<file path="config.mk">
export PLATFORM = sky130hd
export DESIGN_NAME = fetch_trace_queue_flat
export DESIGN_NICKNAME = d
export VERILOG_FILES = /design/src/rtl/fetch_trace_queue_pkg.sv /design/src/rtl/fetch_trace_queue_if.sv /design/src/rtl/fetch_trace_queue_entry_ram.sv /design/src/rtl/fetch_trace_queue.sv /design/src/flat_wrapper.sv
export SDC_FILE = /design/constraint.sdc
export NUM_CORES = 1
export LEC_CHECK = 0
export BUFFER_PORTS_ARGS = -buffer_cell sky130_fd_sc_hd__buf_2
export CAP_MARGIN = 20
export CORE_ASPECT_RATIO = 0.6
export CORE_UTILIZATION = 45
export DETAILED_ROUTE_END_ITERATION = 10
export PLACE_DENSITY = 0.71
export SYNTH_ARGS = -nofsm -noshare
export SYNTH_HDL_FRONTEND = slang
export SYNTH_HIERARCHICAL = 1
export SYNTH_SLANG_ARGS = --single-unit
export TNS_END_PERCENT = 10
</file>
<file path="constraint.sdc">
create_clock -name clk -period 38.6 [get_ports clk]
set_input_delay 7.72 -clock clk [delete_from_list [all_inputs] [get_ports clk]]
set_output_delay 7.72 -clock clk [all_outputs]
set_load 0.005 [all_outputs]
</file>
<file path="src/rtl/fetch_trace_queue_pkg.sv">
// Shared constants and entry layout for the fetch trace queue.
// The per-entry canceled flag is kept outside the entry RAM so that a flush can set every flag in one cycle.
package fetch_trace_queue_pkg;

  localparam int FTQ_DEPTH     = 4;
  localparam int FTQ_VADDR_W   = 32;
  localparam int FTQ_INST_NUM  = 4;
  localparam int FTQ_EXC_W     = 5;
  localparam int FTQ_PAYLOAD_W = 256;

  // RAM entry layout, LSB first: noreq, refill, exc, code, enable, vaddr, payload
  localparam int FTQ_OFF_NOREQ  = 0;
  localparam int FTQ_OFF_REFILL = 1;
  localparam int FTQ_OFF_EXC    = 2;
  localparam int FTQ_OFF_CODE   = 3;

  function automatic int ftqOffEnable(input int excW);
    return FTQ_OFF_CODE + excW;
  endfunction

  function automatic int ftqOffVaddr(input int excW, input int instNum);
    return ftqOffEnable(excW) + instNum;
  endfunction

  function automatic int ftqOffPayload(input int excW, input int instNum, input int vaddrW);
    return ftqOffVaddr(excW, instNum) + vaddrW;
  endfunction

  function automatic int ftqEntryW(input int excW, input int instNum, input int vaddrW,
                                   input int payloadW);
    return ftqOffPayload(excW, instNum, vaddrW) + payloadW;
  endfunction

endpackage

</file>
<file path="src/rtl/fetch_trace_queue_if.sv">
// Bundle of the fetch trace queue's upstream, MMU, bus-response and instruction-buffer signals.
interface fetch_trace_queue_if import fetch_trace_queue_pkg::*; #(
  parameter int DEPTH     = FTQ_DEPTH,
  parameter int VADDR_W   = FTQ_VADDR_W,
  parameter int INST_NUM  = FTQ_INST_NUM,
  parameter int EXC_W     = FTQ_EXC_W,
  parameter int PAYLOAD_W = FTQ_PAYLOAD_W
);
  localparam int CNT_W = $clog2(DEPTH) + 1;

  logic                 in_valid;
  logic                 in_allowin;
  logic [VADDR_W-1:0]   in_vaddr;
  logic [INST_NUM-1:0]  in_enable;
  logic                 in_has_exc;
  logic [EXC_W-1:0]     in_exc_code;
  logic                 in_canceled;
  logic [PAYLOAD_W-1:0] in_payload;
  logic                 mmu_has_exc;
  logic [EXC_W-1:0]     mmu_exc_code;
  logic                 mmu_is_refill;
  logic                 inst_data_ok;
  logic                 flush;
  logic                 out_valid;
  logic [VADDR_W-1:0]   out_vaddr;
  logic [INST_NUM-1:0]  out_enable;
  logic                 out_has_exc;
  logic [EXC_W-1:0]     out_exc_code;
  logic                 out_is_refill;
  logic                 out_canceled;
  logic [PAYLOAD_W-1:0] out_payload;
  logic [CNT_W-1:0]     count;
  logic                 err_o;

  modport master (
    output in_valid, in_vaddr, in_enable, in_has_exc, in_exc_code, in_canceled, in_payload,
           mmu_has_exc, mmu_exc_code, mmu_is_refill, inst_data_ok, flush,
    input  in_allowin, out_valid, out_vaddr, out_enable, out_has_exc, out_exc_code,
           out_is_refill, out_canceled, out_payload, count, err_o
  );

  modport slave (
    input  in_valid, in_vaddr, in_enable, in_has_exc, in_exc_code, in_canceled, in_payload,
           mmu_has_exc, mmu_exc_code, mmu_is_refill, inst_data_ok, flush,
    output in_allowin, out_valid, out_vaddr, out_enable, out_has_exc, out_exc_code,
           out_is_refill, out_canceled, out_payload, count, err_o
  );

endinterface

</file>
<file path="src/rtl/fetch_trace_queue_entry_ram.sv">
// DEPTH x WIDTH register array: one synchronous write port, one asynchronous read port.
module ftq_entry_ram #(
  parameter int DEPTH = 4,
  parameter int WIDTH = 8,
  localparam int PTR_W = $clog2(DEPTH)
) (
  input  logic             clk,
  input  logic             i_we,
  input  logic [PTR_W-1:0] i_waddr,
  input  logic [WIDTH-1:0] i_wdata,
  input  logic [PTR_W-1:0] i_raddr,
  output logic [WIDTH-1:0] o_rdata
);

  logic [WIDTH-1:0] r_mem [DEPTH];

  always_ff @(posedge clk) begin
    if (i_we) r_mem[i_waddr] <= i_wdata;
  end

  assign o_rdata = r_mem[i_raddr];

endmodule

</file>
<file path="src/rtl/fetch_trace_queue.sv">
// In-order queue of outstanding instruction-fetch requests between address translation and the
// instruction buffer; the head retires on inst_data_ok, or at once when no bus request was issued.
module fetch_trace_queue import fetch_trace_queue_pkg::*; #(
  parameter int DEPTH     = FTQ_DEPTH,
  parameter int VADDR_W   = FTQ_VADDR_W,
  parameter int INST_NUM  = FTQ_INST_NUM,
  parameter int EXC_W     = FTQ_EXC_W,
  parameter int PAYLOAD_W = FTQ_PAYLOAD_W
) (
  input logic clk,
  input logic rst,
  fetch_trace_queue_if.slave bus
);

  localparam int PTR_W       = $clog2(DEPTH);
  localparam int CNT_W       = PTR_W + 1;
  localparam int ENTRY_W     = ftqEntryW(EXC_W, INST_NUM, VADDR_W, PAYLOAD_W);
  localparam int OFF_ENABLE  = ftqOffEnable(EXC_W);
  localparam int OFF_VADDR   = ftqOffVaddr(EXC_W, INST_NUM);
  localparam int OFF_PAYLOAD = ftqOffPayload(EXC_W, INST_NUM, VADDR_W);

  logic [PTR_W-1:0]   r_wrPtr;
  logic [PTR_W-1:0]   r_rdPtr;
  logic [CNT_W-1:0]   r_count;
  logic [DEPTH-1:0]   r_canceled;
  logic               r_err;
  logic [DEPTH-1:0]   w_canceledNext;
  logic [ENTRY_W-1:0] w_wrEntry;
  logic [ENTRY_W-1:0] w_headEntry;
  logic               w_headValid;
  logic               w_headNoreq;
  logic               w_pop;
  logic               w_push;
  logic               w_allowin;
  logic               w_hasExc;
  logic [EXC_W-1:0]   w_excCode;
  logic               w_isRefill;
  logic               w_badDataOk;

  assign w_headValid = (r_count != '0);
  assign w_headNoreq = w_headEntry[FTQ_OFF_NOREQ];
  assign w_pop       = w_headValid && (bus.inst_data_ok || w_headNoreq);
  assign w_allowin   = (r_count != CNT_W'(DEPTH)) || w_pop;
  assign w_push      = bus.in_valid && w_allowin;
  assign w_badDataOk = bus.inst_data_ok && (!w_headValid || w_headNoreq);

  // Upstream exceptions outrank the MMU; an excepting group never issues a bus request
  assign w_hasExc   = bus.in_has_exc | bus.mmu_has_exc;
  assign w_excCode  = bus.in_has_exc ? bus.in_exc_code : bus.mmu_exc_code;
  assign w_isRefill = !bus.in_has_exc && bus.mmu_is_refill;
  assign w_wrEntry  = {bus.in_payload, bus.in_vaddr, bus.in_enable, w_excCode, w_hasExc,
                       w_isRefill, w_hasExc};

  ftq_entry_ram #(
    .DEPTH (DEPTH),
    .WIDTH (ENTRY_W)
  ) u_entryRam (
    .clk     (clk),
    .i_we    (w_push),
    .i_waddr (r_wrPtr),
    .i_wdata (w_wrEntry),
    .i_raddr (r_rdPtr),
    .o_rdata (w_headEntry)
  );

  // Flush marks every slot; the slot being pushed then takes its own flag, which includes flush
  always_comb begin
    w_canceledNext = r_canceled;
    if (bus.flush) w_canceledNext = '1;
    if (w_push) w_canceledNext[r_wrPtr] = bus.in_canceled | bus.flush;
  end

  always_ff @(posedge clk or negedge rst) begin
    if (!rst) begin
      r_wrPtr    <= '0;
      r_rdPtr    <= '0;
      r_count    <= '0;
      r_canceled <= '0;
      r_err      <= 1'b0;
    end else begin
      if (w_push) r_wrPtr <= r_wrPtr + PTR_W'(1);
      if (w_pop) r_rdPtr <= r_rdPtr + PTR_W'(1);
      r_count    <= r_count + CNT_W'(w_push) - CNT_W'(w_pop);
      r_canceled <= w_canceledNext;
      if (w_badDataOk) r_err <= 1'b1;
    end
  end

  // Head fields are forced to zero while the queue is empty so stale RAM contents never leak out
  assign bus.in_allowin    = w_allowin;
  assign bus.out_valid     = w_pop;
  assign bus.out_vaddr     = w_headValid ? w_headEntry[OFF_VADDR +: VADDR_W] : '0;
  assign bus.out_enable    = w_headValid ? w_headEntry[OFF_ENABLE +: INST_NUM] : '0;
  assign bus.out_has_exc   = w_headValid && w_headEntry[FTQ_OFF_EXC];
  assign bus.out_exc_code  = w_headValid ? w_headEntry[FTQ_OFF_CODE +: EXC_W] : '0;
  assign bus.out_is_refill = w_headValid && w_headEntry[FTQ_OFF_REFILL];
  assign bus.out_canceled  = w_headValid && (r_canceled[r_rdPtr] || bus.flush);
  assign bus.out_payload   = w_headValid ? w_headEntry[OFF_PAYLOAD +: PAYLOAD_W] : '0;
  assign bus.count         = r_count;
  assign bus.err_o         = r_err;

endmodule

</file>
<file path="src/flat_wrapper.sv">
// flat-port wrapper written by rule: the top's interface ports become plain ports
module fetch_trace_queue_flat import fetch_trace_queue_pkg::*;
#(
  parameter int DEPTH     = FTQ_DEPTH,
  parameter int VADDR_W   = FTQ_VADDR_W,
  parameter int INST_NUM  = FTQ_INST_NUM,
  parameter int EXC_W     = FTQ_EXC_W,
  parameter int PAYLOAD_W = FTQ_PAYLOAD_W
)
  (clk, rst, bus_in_valid, bus_in_vaddr, bus_in_enable, bus_in_has_exc, bus_in_exc_code, bus_in_canceled, bus_in_payload, bus_mmu_has_exc, bus_mmu_exc_code, bus_mmu_is_refill, bus_inst_data_ok, bus_flush, bus_in_allowin, bus_out_valid, bus_out_vaddr, bus_out_enable, bus_out_has_exc, bus_out_exc_code, bus_out_is_refill, bus_out_canceled, bus_out_payload, bus_count, bus_err_o);
  fetch_trace_queue_if #(.DEPTH(DEPTH), .VADDR_W(VADDR_W), .INST_NUM(INST_NUM), .EXC_W(EXC_W), .PAYLOAD_W(PAYLOAD_W)) bus_i ();
  input logic clk;
  input logic rst;
  input wire logic [$bits(bus_i.in_valid)-1:0] bus_in_valid;
  input wire logic [$bits(bus_i.in_vaddr)-1:0] bus_in_vaddr;
  input wire logic [$bits(bus_i.in_enable)-1:0] bus_in_enable;
  input wire logic [$bits(bus_i.in_has_exc)-1:0] bus_in_has_exc;
  input wire logic [$bits(bus_i.in_exc_code)-1:0] bus_in_exc_code;
  input wire logic [$bits(bus_i.in_canceled)-1:0] bus_in_canceled;
  input wire logic [$bits(bus_i.in_payload)-1:0] bus_in_payload;
  input wire logic [$bits(bus_i.mmu_has_exc)-1:0] bus_mmu_has_exc;
  input wire logic [$bits(bus_i.mmu_exc_code)-1:0] bus_mmu_exc_code;
  input wire logic [$bits(bus_i.mmu_is_refill)-1:0] bus_mmu_is_refill;
  input wire logic [$bits(bus_i.inst_data_ok)-1:0] bus_inst_data_ok;
  input wire logic [$bits(bus_i.flush)-1:0] bus_flush;
  output wire logic [$bits(bus_i.in_allowin)-1:0] bus_in_allowin;
  output wire logic [$bits(bus_i.out_valid)-1:0] bus_out_valid;
  output wire logic [$bits(bus_i.out_vaddr)-1:0] bus_out_vaddr;
  output wire logic [$bits(bus_i.out_enable)-1:0] bus_out_enable;
  output wire logic [$bits(bus_i.out_has_exc)-1:0] bus_out_has_exc;
  output wire logic [$bits(bus_i.out_exc_code)-1:0] bus_out_exc_code;
  output wire logic [$bits(bus_i.out_is_refill)-1:0] bus_out_is_refill;
  output wire logic [$bits(bus_i.out_canceled)-1:0] bus_out_canceled;
  output wire logic [$bits(bus_i.out_payload)-1:0] bus_out_payload;
  output wire logic [$bits(bus_i.count)-1:0] bus_count;
  output wire logic [$bits(bus_i.err_o)-1:0] bus_err_o;
  assign bus_i.in_valid = bus_in_valid;
  assign bus_i.in_vaddr = bus_in_vaddr;
  assign bus_i.in_enable = bus_in_enable;
  assign bus_i.in_has_exc = bus_in_has_exc;
  assign bus_i.in_exc_code = bus_in_exc_code;
  assign bus_i.in_canceled = bus_in_canceled;
  assign bus_i.in_payload = bus_in_payload;
  assign bus_i.mmu_has_exc = bus_mmu_has_exc;
  assign bus_i.mmu_exc_code = bus_mmu_exc_code;
  assign bus_i.mmu_is_refill = bus_mmu_is_refill;
  assign bus_i.inst_data_ok = bus_inst_data_ok;
  assign bus_i.flush = bus_flush;
  assign bus_in_allowin = bus_i.in_allowin;
  assign bus_out_valid = bus_i.out_valid;
  assign bus_out_vaddr = bus_i.out_vaddr;
  assign bus_out_enable = bus_i.out_enable;
  assign bus_out_has_exc = bus_i.out_has_exc;
  assign bus_out_exc_code = bus_i.out_exc_code;
  assign bus_out_is_refill = bus_i.out_is_refill;
  assign bus_out_canceled = bus_i.out_canceled;
  assign bus_out_payload = bus_i.out_payload;
  assign bus_count = bus_i.count;
  assign bus_err_o = bus_i.err_o;
  fetch_trace_queue #(.DEPTH(DEPTH), .VADDR_W(VADDR_W), .INST_NUM(INST_NUM), .EXC_W(EXC_W), .PAYLOAD_W(PAYLOAD_W)) u_core (.clk(clk), .rst(rst), .bus(bus_i));
endmodule
</file>
==> flow_metrics.env, run 1 <==
export IMPL_status="completed"
export IMPL_synthAdderAreaFrac=0.00205
export IMPL_place_congestion=0.749
export IMPL_synth_compound_area_frac=0.000916
export IMPL_grt_max_degree=188
export IMPL_drive_gt1_frac=0.410
export IMPL_synthMuxAreaShare=0.148
export IMPL_tightest_slew_ps=1130
export IMPL_synth_simple_area_share=0.0431
export IMPL_routedWlPerCell_um=23.8
export IMPL_p_leak_nw=18.4
export IMPL_syn_inst=1971
export IMPL_grt_pass1_wl_um=143000
export IMPL_setup_tns_ps=0
export IMPL_yosysWarnings=6
export IMPL_cts_root_buffer="clkbuf_16"
export IMPL_regArea_um2=36300
export IMPL_relSlewSlack=0.249
export IMPL_die_area_um2=105000
export IMPL_final_common_cell="edfxtp_1"
export IMPL_synth_top_family_by_area="multiplexers"
export IMPL_synthDistinctLibCells=29
export IMPL_start_util=0.458
export IMPL_final_core_util=0.533
export IMPL_layout_cells_non_filler=4055
export IMPL_reg2reg_depth=7
export IMPL_cp_max_fo=6
export IMPL_antenna_found_initial=21
export IMPL_grt_pass1_vias=22900
export IMPL_final_setup_skew_ps=22.6
export IMPL_period_share=0.420
export IMPL_postCtsSetupRepairBufs=0
export IMPL_grt_overflow=0
export IMPL_ctsHtreeMaxLevel=3
export IMPL_syn_area_per_cell_um2=23.6
export IMPL_crit_required_ps=30880
export IMPL_cts_reportedPaths_clkPinSlew_ps=60
export IMPL_end_kind="output pin"
export IMPL_ys_flop_type="edfxtp_1"
export IMPL_cts_buffers=106
export IMPL_drt_wl_total_um=96500
export IMPL_cts_tree="done"
export IMPL_clock_fmax_ghz=0.0617
export IMPL_portBuffers=616
export IMPL_dr_pass1_iters=7
export IMPL_ant_nets=0
export IMPL_clock_sinks=1212
export IMPL_ctsHoldBuffers=0
export IMPL_ys_seq_area_frac=0.783
export IMPL_dp_hpwl_um=57100
export IMPL_core_region_area_um2=101000
export IMPL_die_h_um=251
export IMPL_finalHoldViolCount=0
export IMPL_min_path_cells=1
export IMPL_synth_xor_area_frac=0.000943
export IMPL_critPathKind="primary input to output pin"
export IMPL_clk_path_buf_depth=3
export IMPL_slew_violations=0
export IMPL_ir_drop_v=0.0000515
export IMPL_worstPathArrival_ps=8500
export IMPL_grt_util_all_layers=0.182
export IMPL_vias_per_cell=5.33
export IMPL_multi_input_area_um2=9090
export IMPL_syn_area_um2=46400
export IMPL_min_path_type="flip-flop to flip-flop"
export IMPL_worstSkewPairLatency_ps=690
export IMPL_powerDensity_nw_per_um2=78.0
export IMPL_drc_errors=0
export IMPL_worst_setup_path_start_kind="primary input"
export IMPL_drtIter0Drc=1627
export IMPL_final_cell_mix="edfxtp_1 (1,200), buf_2 (616), mux4_2 (301)"
export IMPL_setup_violations=0
export IMPL_rows=90
export IMPL_dp_cells=3844
export IMPL_timing_max_cap_violations=0
export IMPL_finalCriticalPeriod_ps=16220
export IMPL_pin_count=617
export IMPL_fp_dieW_um=417
export IMPL_place_area_um2=50500
export IMPL_finalInstanceArea_um2=54100
export IMPL_ys_seq_elements=1212
export IMPL_synthesis_nets=2289
export IMPL_synthToLayoutAreaGrowth_pct=16.4
export IMPL_hold_ws_ps=466
export IMPL_synthArstFlopShare=0.00990
export IMPL_n_fill_cell=7678
export IMPL_fin_nets=2936
export IMPL_rsz0062_at_grt="false"
export IMPL_synth_edf_count=1200
export IMPL_vias=21600
export IMPL_cts_resized=0
[power breakdown]
part | total, mW | internal, mW | leakage [nW] | switching, mW
Combinational | 1.33 | 0.630 | 5.53 | 0.696
Clock | 1.08 | 0.615 | 1.74 | 0.466
Sequential | 1.81 | 1.73 | 11.1 | 0.0766
Total | 4.22 | 2.98 | 18.4 | 1.24
[state kept, by name (all words and copies together) (netlist names)]
signal,cells
u_core/u_entryRam/r_mem,1200
u_core/r_canceled,4
u_core/bus.count,3
u_core/r_rdPtr,2
u_core/r_wrPtr,2
u_core/bus.err_o,1
[cell usage after synthesis, types with 2 or more instances]
| master | count | share of area |
|---|---|---|
| buf_12 | 33 | 0.014 |
| a21oi_1 | 4 | 0.00043 |
| inv_1 | 6 | 0.00049 |
| buf_2 | 60 | 0.0065 |
| nor2b_1 | 300 | 0.040 |
| nand2_1 | 6 | 0.00049 |
| xor2_1 | 2 | 0.00038 |
| nor2_1 | 7 | 0.00057 |
| dfrtp_1 | 12 | 0.0065 |
| clkbuf_1 | 7 | 0.00057 |
| mux2_2 | 6 | 0.0015 |
| mux2i_1 | 4 | 0.00086 |
| xnor2_1 | 3 | 0.00057 |
| and3b_1 | 2 | 0.00038 |
| ha_1 | 6 | 0.0016 |
| edfxtp_1 | 1200 | 0.78 |
| mux4_2 | 301 | 0.15 |
[kinds of logic after synthesis]
logic type,after synthesis
flip-flops,1212
AND/OR/NAND/NOR,321
multiplexers,311
buffers and inverters,108
AO/OA/AOI/OAI,7
adder cells (fa/ha/maj),7
XOR/XNOR,5
[routing by layer]
layer | vias to the layer above | GRT usage | share of wire
met5 | - | 0 | 0.0012
met3 | 135 | 0.0465 | 0.065
met4 | 20 | 0.0542 | 0.021
li1 | 9421 | - | -
met2 | 686 | 0.303 | 0.52
met1 | 11400 | 0.238 | 0.40
[critical path, stage by stage]
cell and delay (ps):
buf_2 120, nor4_4 410, nand2_1 100, buf_2 140
[final cells by class]
type                            instances  area share
Sequential cell                      1212       0.672
Multi-Input combinational cell        651       0.168
Timing Repair Buffer                  641      0.0619
Clock buffer                          133      0.0523
Tap cell                             1334      0.0309
Clock inverter                         68      0.0134
Antenna cell                           10    0.000463
Inverter                                6    0.000417
[per-stage QoR]
stage | power [mW] | setup slack (ps)
2_1_floorplan | 2.82 | 7400
3_3_place_gp | 3.16 | 22370
3_5_place_dp | 3.19 | 22390
4_1_cts | 4.28 | 22390
5_1_grt | 4.41 | 22330
6_report | 4.22 | 22380
[final timing paths]
path                              startpoint                              to  slack, ps
max                         bus_inst_data_ok                  bus_in_allowin      22380
min in group asynchronous                rst               u_core/r_wrPtr[1]       6930
min reg2reg                 u_core/bus.err_o                u_core/bus.err_o        470
max in group asynchronous                rst               u_core/r_rdPtr[1]      31370
min                         u_core/bus.err_o                u_core/bus.err_o        470
max reg2reg                u_core/r_rdPtr[1]  u_core/u_entryRam/r_mem[2][47]      32690
Power figures use the tool's default switching activity.
==> inputs of run 2 (changes only) <==
==> constraint.sdc (replaced) <==
create_clock -name clk -period 15.7 [get_ports clk]
set_input_delay 3.14 -clock clk [delete_from_list [all_inputs] [get_ports clk]]
set_output_delay 3.14 -clock clk [all_outputs]
set_load 0.005 [all_outputs]
==> run 2 against run 1 <==
Critical path depth rose by 1. Via count rose by 0.63%. Sequential cell count did not move. Critical endpoint is now bus_out_payload[191]. Highest routed layer unchanged.
==> flow_metrics.env, run 2 (same netlist as run 1, synthesis figures left out) <==
export IMPL_tightest_slew_ps=1110
export IMPL_setup_tns_ps=0
export IMPL_final_setup_skew_ps=18.5
export IMPL_rows=90
export IMPL_end_kind="output pin"
export IMPL_place_ws_ps=8520
export IMPL_max_stage_delay_ps=1000
export IMPL_antenna_found_initial=28
export IMPL_core_region_area_um2=101000
export IMPL_grt_util_all_layers=0.181
export IMPL_path_common_cell="buf_4"
export IMPL_grt_max_degree=158
export IMPL_regMostFlops="u_core/u_entryRam/r_mem"
export IMPL_drc_errors=0
export IMPL_period_share=0.485
export IMPL_combPwrFrac=0.316
export IMPL_grt_pass1_vias=22900
export IMPL_swShare=0.296
export IMPL_layout_cells_non_filler=4053
export IMPL_final_core_util=0.531
export IMPL_grt_pass1_wl_um=142000
export IMPL_start_util=0.458
export IMPL_power_switching_mw=3.02
export IMPL_fin_nets=2941
export IMPL_setup_violations=0
export IMPL_n_fill_cell=7784
export IMPL_clk_path_buf_depth=3
export IMPL_pin_count=617
export IMPL_clock_fmax_ghz=0.131
export IMPL_fp_dieW_um=417
export IMPL_cts_root_buffer="clkbuf_16"
export IMPL_die_h_um=251
export IMPL_worst_setup_path_start_kind="flip-flop"
export IMPL_final_common_cell="edfxtp_1"
export IMPL_timing_max_cap_violations=0
export IMPL_ant_nets=0
export IMPL_final_cell_mix="edfxtp_1 (1,200), buf_2 (616), mux4_2 (301)"
export IMPL_status="completed"
export IMPL_min_path_type="flip-flop to flip-flop"
export IMPL_cp_slowest_cell="dfrtp_4"
export IMPL_finalCriticalPeriod_ps=7610
export IMPL_ir_drop_v=0.000127
export IMPL_crit_required_ps=12560
export IMPL_relSlewSlack=0.262
export IMPL_routedWlPerCell_um=23.7
export IMPL_die_area_um2=105000
export IMPL_portBuffers=616
export IMPL_worstPathArrival_ps=4470
export IMPL_cp_cell_sequence="buf_4, buf_4, mux4_2, nor2b_1, buf_2"
export IMPL_clock_sinks=1212
export IMPL_slew_violations=0
export IMPL_cp_max_fo=45
export IMPL_cts_reportedPaths_clkPinSlew_ps=70
export IMPL_dr_pass1_iters=5
export IMPL_finalHoldViolCount=0
export IMPL_grt_overflow=0
export IMPL_vias_per_cell=5.37
export IMPL_place_congestion=0.766
export IMPL_vias=21800
export IMPL_ctsHtreeMaxLevel=3
export IMPL_critPathKind="flip-flop to output pin"
export IMPL_powerDensity_nw_per_um2=190
export IMPL_cts_buffers=107
export IMPL_worst_slack_ps=8090
export IMPL_dp_hpwl_um=57300
export IMPL_postCtsSetupRepairBufs=0
export IMPL_ctsHoldBuffers=0
export IMPL_drive_gt1_frac=0.409
export IMPL_drtIter0Drc=1519
export IMPL_largest_reg_flops=1200
export IMPL_drt_wl_total_um=96100
export IMPL_power_clock_fraction=0.247
export IMPL_p_leak_nw=18.3
export IMPL_dp_cells=3847
export IMPL_p_seq_frac=0.437
export IMPL_cts_tree="done"
export IMPL_cts_resized=0
export IMPL_worstSkewPairLatency_ps=690
export IMPL_rsz0062_at_grt="false"
export IMPL_synthToLayoutAreaGrowth_pct=16.0
export IMPL_internal_power_mw=7.20
==> run 2: cell types whose count changed in the layout (fill, tap and decap cells not counted), sizes merged <==
cell / previous run / this run
diode: 10 / 15
bufinv: 14 / 8
buf: 641 / 645
clkinvlp: 2 / 5
clkinv: 46 / 45
clkbuf: 133 / 126
==> run 2: per-layer routing <==
layer | vias up | GRT usage | routed length (um)
met2 | 634 | 0.301 | 48900
li1 | 9418 | - | -
met5 | - | 0 | 105
met1 | 11500 | 0.235 | 38900
met3 | 155 | 0.0484 | 6140
met4 | 18 | 0.0530 | 2080
==> run 2: final cells by class <==
| class | instances | area [um^2] | area share |
|---|---|---|---|
| diodes | 15 | 37.5 | 0.000697 |
| clock inverters | 64 | 571 | 0.0106 |
| flip-flops and latches | 1212 | 36300 | 0.675 |
| inverters | 6 | 22.5 | 0.000418 |
| clock buffers | 126 | 2750 | 0.0510 |
| repair buffers | 645 | 3360 | 0.0624 |
| well taps | 1334 | 1670 | 0.0310 |
| multi-input cells | 651 | 9100 | 0.169 |
==> run 2: worst max-delay path: cells and delay by family (launching register included) <==
kind / cells / cell delay (ps)
multiplexers: 1 / 610
AND/OR/NAND/NOR: 1 / 180
buffers and inverters: 3 / 1900
flip-flops: 1 / 1000
==> run 2: path summary, 6_finish.rpt <==
| path | start | end | slack (ps) | cells past startpoint |
|---|---|---|---|---|
| min in group asynchronous | rst | u_core/bus.err_o | 2320 | 1 |
| worst max-delay path | u_core/r_rdPtr[0] | bus_out_payload[191] | 8090 | 5 |
| worst max register to register | u_core/r_rdPtr[0] | u_core/u_entryRam/r_mem[0][227] | 10550 | 6 |
| worst min register to register | u_core/bus.err_o | u_core/bus.err_o | 470 | 1 |
| worst min-delay path | u_core/bus.err_o | u_core/bus.err_o | 470 | 1 |
| max in group asynchronous | rst | u_core/r_rdPtr[1] | 13120 | 1 |
==> run 2: power groups by stage <==
stage	clock [mW]	sequential [mW]	combinational (mW)
finish	2.52	4.46	3.23
global route	2.71	4.51	3.48
CTS	2.59	4.47	3.30
detailed placement	0	4.54	3.28
global placement	0	4.49	3.27
floorplan	0	4.61	2.22
==> run 2: through the flow <==
stage	hold WS (ps)	power, mW	cell area (um^2)
final	469	10.2	53800
after floorplan	459	6.83	46400
after CTS	476	10.4	53800
after global placement	452	7.76	50500
after detailed placement	457	7.82	50500
after global routing	511	10.7	53800
